<file path="src/rtl/ram_wb_dp_ctrl.sv">
// Dual-port Wishbone classic slave for a 1-cycle-read RAM: RMW byte writes, ack 2 cycles after stb, port A wins same-word hazards.
// Stalled requests retry every cycle from IDLE; define RAM_WB_ERR_EN to answer out-of-range addresses with err instead of wrapping.
module ram_wb_dp_ctrl #(
    parameter int DATA_WIDTH = 32,
    parameter int ADDR_WIDTH = 11,
    parameter int MEM_SIZE   = 2048,
    parameter int WB_AW      = ADDR_WIDTH + 2
) (
    input  logic                    clk,
    input  logic                    rst,

    input  logic                    wba_cyc_i,
    input  logic                    wba_stb_i,
    input  logic                    wba_we_i,
    input  logic [DATA_WIDTH/8-1:0] wba_sel_i,
    input  logic [WB_AW-1:0]        wba_adr_i,
    input  logic [DATA_WIDTH-1:0]   wba_dat_i,
    output logic [DATA_WIDTH-1:0]   wba_dat_o,
    output logic                    wba_ack_o,
    output logic                    wba_err_o,
    output logic [ADDR_WIDTH-1:0]   ram_adr_a,
    output logic [DATA_WIDTH-1:0]   ram_d_a,
    output logic                    ram_we_a,
    input  logic [DATA_WIDTH-1:0]   ram_q_a,

    input  logic                    wbb_cyc_i,
    input  logic                    wbb_stb_i,
    input  logic                    wbb_we_i,
    input  logic [DATA_WIDTH/8-1:0] wbb_sel_i,
    input  logic [WB_AW-1:0]        wbb_adr_i,
    input  logic [DATA_WIDTH-1:0]   wbb_dat_i,
    output logic [DATA_WIDTH-1:0]   wbb_dat_o,
    output logic                    wbb_ack_o,
    output logic                    wbb_err_o,
    output logic [ADDR_WIDTH-1:0]   ram_adr_b,
    output logic [DATA_WIDTH-1:0]   ram_d_b,
    output logic                    ram_we_b,
    input  logic [DATA_WIDTH-1:0]   ram_q_b
);

    localparam int SW = DATA_WIDTH / 8;
    localparam logic [ADDR_WIDTH:0] LP_MEM_WORDS = (ADDR_WIDTH + 1)'(MEM_SIZE);

    typedef enum logic [1:0] {S_IDLE, S_RD, S_ACK} state_t;

    state_t                r_state [2];
    logic [DATA_WIDTH-1:0] r_dat   [2];
    logic [1:0]            r_ack;
    logic [1:0]            r_err;

    logic [1:0]            w_cyc, w_stb, w_we, w_req, w_rdwr, w_oob, w_bad, w_go;
    logic [SW-1:0]         w_sel  [2];
    logic [WB_AW-1:0]      w_adr  [2];
    logic [DATA_WIDTH-1:0] w_dat  [2];
    logic [DATA_WIDTH-1:0] w_q    [2];
    logic [DATA_WIDTH-1:0] w_d    [2];
    logic [ADDR_WIDTH-1:0] w_word [2];
    logic                  w_same, w_go_a, w_go_b, w_blk_a, w_blk_b;
    logic                  w_unused;

    assign w_cyc    = {wbb_cyc_i, wba_cyc_i};
    assign w_stb    = {wbb_stb_i, wba_stb_i};
    assign w_we     = {wbb_we_i,  wba_we_i};
    assign w_sel[0] = wba_sel_i;
    assign w_sel[1] = wbb_sel_i;
    assign w_adr[0] = wba_adr_i;
    assign w_adr[1] = wbb_adr_i;
    assign w_dat[0] = wba_dat_i;
    assign w_dat[1] = wbb_dat_i;
    assign w_q[0]   = ram_q_a;
    assign w_q[1]   = ram_q_b;

    always_comb begin
        for (int p = 0; p < 2; p++) begin
            w_word[p] = w_adr[p][ADDR_WIDTH+1:2];
            w_req[p]  = w_cyc[p] & w_stb[p];
            w_oob[p]  = (|({1'b0, w_adr[p]} >> (ADDR_WIDTH + 2))) |
                        ({1'b0, w_word[p]} >= LP_MEM_WORDS);
            w_rdwr[p] = (r_state[p] == S_RD) & w_cyc[p] & w_we[p];
            // Merge new bytes over the word the RAM returned this cycle.
            w_d[p]    = w_q[p];
            for (int i = 0; i < SW; i++) begin
                if (w_sel[p][i]) begin
                    w_d[p][8*i +: 8] = w_dat[p][8*i +: 8];
                end
            end
        end
    end

`ifdef RAM_WB_ERR_EN
    assign w_bad    = w_oob;
    assign w_unused = w_go_b;
`else
    assign w_bad    = 2'b00;
    assign w_unused = ^{w_go_b, w_oob};
`endif

    // Port B yields to any same-word pairing that involves a write; A yields only to a B write already underway.
    assign w_same  = (w_word[0] == w_word[1]);
    assign w_blk_a = w_same & w_rdwr[1];
    assign w_go_a  = (r_state[0] == S_IDLE) & w_req[0] & ~w_bad[0] & ~w_blk_a;
    assign w_blk_b = w_same & ((w_go_a & (w_we[0] | w_we[1])) | w_rdwr[0]);
    assign w_go_b  = (r_state[1] == S_IDLE) & w_req[1] & ~w_bad[1] & ~w_blk_b;
    assign w_go    = {w_go_b, w_go_a};

    always_ff @(posedge clk) begin
        for (int p = 0; p < 2; p++) begin
            if (rst) begin
                r_state[p] <= S_IDLE;
                r_ack[p]   <= 1'b0;
                r_err[p]   <= 1'b0;
                r_dat[p]   <= '0;
            end else begin
                r_ack[p] <= 1'b0;
                r_err[p] <= 1'b0;
                case (r_state[p])
                    S_IDLE: begin
                        if (w_req[p] && w_bad[p]) begin
                            r_err[p]   <= 1'b1;
                            r_state[p] <= S_ACK;
                        end else if (w_go[p]) begin
                            r_state[p] <= S_RD;
                        end
                    end
                    S_RD: begin
                        if (!w_cyc[p]) begin
                            r_state[p] <= S_IDLE;
                        end else begin
                            if (!w_we[p]) begin
                                r_dat[p] <= w_q[p];
                            end
                            r_ack[p]   <= 1'b1;
                            r_state[p] <= S_ACK;
                        end
                    end
                    S_ACK:   r_state[p] <= S_IDLE;
                    default: r_state[p] <= S_IDLE;
                endcase
            end
        end
    end

    assign ram_adr_a = w_word[0];
    assign ram_adr_b = w_word[1];
    assign ram_d_a   = w_d[0];
    assign ram_d_b   = w_d[1];
    // A reset landing on the RD cycle must also suppress that cycle's write.
    assign ram_we_a  = w_rdwr[0] & ~rst;
    assign ram_we_b  = w_rdwr[1] & ~rst;

    assign wba_dat_o = r_dat[0];
    assign wbb_dat_o = r_dat[1];
    assign wba_ack_o = r_ack[0];
    assign wbb_ack_o = r_ack[1];
    assign wba_err_o = r_err[0];
    assign wbb_err_o = r_err[1];

endmodule

</file>
<file path="config.mk">
export PLATFORM = sky130hd
export DESIGN_NAME = ram_wb_dp_ctrl
export DESIGN_NICKNAME = d
export VERILOG_FILES = /design/src/rtl/ram_wb_dp_ctrl.sv
export SDC_FILE = /design/constraint.sdc
export NUM_CORES = 1
export LEC_CHECK = 0
export ABC_AREA = 1
export BUFFER_PORTS_ARGS = -buffer_cell sky130_fd_sc_hd__buf_2
export CAP_MARGIN = 30
export CORE_AREA = 3 3 125 127
export CTS_CLUSTER_SIZE = 20
export DETAILED_ROUTE_END_ITERATION = 7
export DIE_AREA = 0 0 128 130
export PLACE_DENSITY_LB_ADDON = 0.15
export SKIP_LAST_GASP = 1
export SYNTH_ARGS = -nofsm -noshare
export SYNTH_HDL_FRONTEND = slang
export SYNTH_SLANG_ARGS = --single-unit
export TNS_END_PERCENT = 5
</file>
<file path="constraint.sdc">
create_clock -name clk -period 9.66 [get_ports clk]
set_input_delay 0.966 -clock clk [delete_from_list [all_inputs] [get_ports clk]]
set_output_delay 0.966 -clock clk [all_outputs]
set_load 0.01 [all_outputs]
</file>
==> impl_metrics.ini <==
[power_and_ir_drop]
p_per_area_mw_per_mm2 = 151.3
p_leak_nw = 3.145
ir_drop_v = 0.00008735

[critical_path]
cp_data_arrival_time_ns = 1.71
crit_cells = 5
r2r_setup_slack_ns = 8.03
critPathKind = input pin to output pin
end_kind = output pin
r2r-end = r_dat[0][25]
critPathMaxFanout = 8
critPathBufInv = 2
worst-r2r-cell-count = 3
slowest_delay_ns = 0.17
cp_top_family = simple AND/OR/NAND/NOR gates
worstPathCellList = buf_2 -> nor2_2 -> nand2_2 -> nor3_1 -> buf_2
crit_path_start_kind = input pin
cp_common_cell = buf_2
r2r-start = r_state[0][1]
cp_slowest_cell = buf_2
critPathRequiredTime_ns = 8.69

[placed_design]
dp_hpwl_um = 10070
place.gp.congestion = 0.8555
dp_slack_ns = 6.948
numPortBuffers = 319

[route]
wl_per_cell_um = 13.01
firstDrtPassIters = 4
ant_nets = 0
drc_errors = 0
routed_wl_um = 12150
vias = 3883
wl_met3_um = 852
drt-met1-wl_um = 4450
top_layer_used = met4
drt_iter0_drc = 132
via_per_inst = 4.157
dr_wl_met2_um = 6451

[synth]
postSynthAreaPerCell_um2 = 8.478
netlist_area_mm2 = 0.003824
yosys.area_share.simple_pct = 20.42
seq_area_frac_synth_pct = 54.45
synthCells = 451
yosysUniqueCellTypes = 22
yosys-top-cells-area = edfxtp_1 53%, nand2_1 9.3%, o21ai_0 8.5%
synth_compound_area_share_pct = 8.770
synth_top_cell_area_share_pct = 53.40
synth_top_family_by_area = simple AND/OR/NAND/NOR gates
synth_warnings = 0
ys_ff_latch = 70
synth_xor_area_share_pct = 1.145
synthAdderAreaFrac_pct = 0
yosysTopAreaCell = edfxtp_1
synthMuxAreaShare_pct = 0

[final_layout]
fillCellCount = 1574
nets = 915
diodes = 0
area_growth_pct = 50.03
drive_gt1_share_pct = 47.20
fin_util_pct = 39.47

[timing]
setup_ws_ns = 6.981
relSlewSlack_pct = 51.81
fin_crit_ns = 2.679
hold-worst-slack_ns = 0.5627
tns_ns = 0
rsz0062_at_grt = no
fmax_ghz = 0.3733
setup_viol = 0
worstMarginPinSlew_ns = 0.7204
slew_viol_final = 0
min_period_over_period_pct = 27.73
skew_ns = 0.004633
hold_viol_final = 0

[cts]
cts_tree = built
cts_hold_buf = 0
clkTransAtPathRegs_ns = 0.05
cts_htree_levels = 3
clock_sinks = 70
cts_inserted_buffers = 9
insertion_delay_ns = 0.33
cts-root-buf = clkbuf_16
clk_path_buf_depth = 2
cts_setup_buffers = 0
cts_resized = 0

[floorplan]
dieHeight_um = 130
rows = 44
io_pins = 326
core_mm2 = 0.01453
dieArea_mm2 = 0.01664
initial_core_util_pct = 26.31
die_w_um = 128

[min_path]
hold_class = flip-flop to flip-flop
worstHoldEndpoint = r_ack[0]
hold_depth = 1
hp-start = r_state[0][1]

[grt]
grt_pass1_vias = 3556
grt_remaining_overflow = 0
grt_use_total_pct = 13.44
grt_pass1_wl_um = 17410
antenna_found_initial = 0
grt_max_degree = 33

[flow_run]
cap_violations = 0

[run_status]
outcome = finished, final reports clean
## per-stage QoR
stage / instance area [µm²] / power (W) / instances
floorplan: 3827 / 0.0004468 / 452
global placement: 5403 / 0.0005284 / 917
detailed placement: 5423 / 0.0005317 / 918
CTS: 5737 / 0.0008846 / 934
global route: 5737 / 0.0009149 / 934
finish: 5737 / 0.0008679 / 934
## synthesized netlist by cell type
cell	instances
buf_4	24
nor4_1	1
nand2_2	3
buf_6	4
conb_1	1
dfxtp_1	2
or2_2	1
nand3_1	2
buf_2	3
nor3_1	3
inv_1	82
nor2_1	68
clkbuf_1	8
nand4_1	1
nand2_1	95
edfxtp_1	68
nor2_2	10
nor4_4	1
a21oi_1	2
xnor2_1	5
nor2_4	2
o21ai_0	65
## where the power goes
| group | switching [W] | total, W | internal (W) | leakage (nW) |
|---|---|---|---|---|
| sequential | 0.00000589 | 0.000359 | 0.000353 | 0.725 |
| clock | 0.000122 | 0.000346 | 0.000224 | 0.149 |
| combinational | 0.0000945 | 0.000163 | 0.0000685 | 2.27 |
| total | 0.000222 | 0.000868 | 0.000646 | 3.15 |
## worst reg2reg max path, cell delays in order, from the launching register on
cell and delay (ns):
edfxtp_1 0.46, nor4_4 0.31, nand2_2 0.44, nor2_1 0.25
## final cells by class
class | count | area [µm²] | share of cell area, %
flip-flops and latches | 70 | 2082 | 36.29
repair buffers | 321 | 1624 | 28.31
multi-input cells | 261 | 1179 | 20.55
inverters | 82 | 307.8 | 5.365
well taps | 184 | 230.2 | 4.013
clock buffers | 9 | 225.2 | 3.926
clock inverters | 7 | 88.84 | 1.549
## state kept, by name, indices dropped and copies added, names as in the netlist
register	count
r_ack	2
r_state	4
r_dat	64
## worst max-delay path by stage
stage                         start          end  slack [ns]
after CTS                       rst     ram_we_b        6.94
after global routing            rst     ram_we_b        6.85
after global placement          rst     ram_we_b        6.93
after detailed placement        rst     ram_we_b        6.95
final                           rst     ram_we_b        6.98
after floorplan           wbb_cyc_i  r_dat[1][0]        5.88
## cell families (layout without fill, tap and decap cells)
kind of cell,after synthesis,count (layout)
AND/OR/NAND/NOR,187,187
buffers and inverters,121,419
flip-flops,70,70
AO/OA/AOI/OAI,67,67
XOR/XNOR,5,5
other,1,2
## layer usage
layer	vias to the layer above	global-route usage [%]
met5	-	0
met4	0	7.366
met3	25	2.661
met2	164	24.92
met1	1718	14.30
li1	1976	-
## layout by cell type (no fill, tap or decap)
cell type,netlist,layout
a21oi_1,2,2
buf_12,0,1
buf_2,3,319
buf_4,24,1
bufinv_16,0,2
clkbuf_16,0,9
clkinv_1,0,1
clkinv_2,0,2
clkinvlp_4,0,2
conb_1,1,2
dfxtp_1,2,2
edfxtp_1,68,68
inv_1,82,82
nand2_1,95,95
nand2_2,3,3
nand3_1,2,2
nand4_1,1,1
nor2_1,68,68
nor2_2,10,10
nor2_4,2,2
nor3_1,3,3
nor4_1,1,1
nor4_4,1,1
o21ai_0,65,64
o21ai_4,0,1
or2_2,1,1
xnor2_1,5,5
Note: power is estimated with default switching activity, not from simulation.
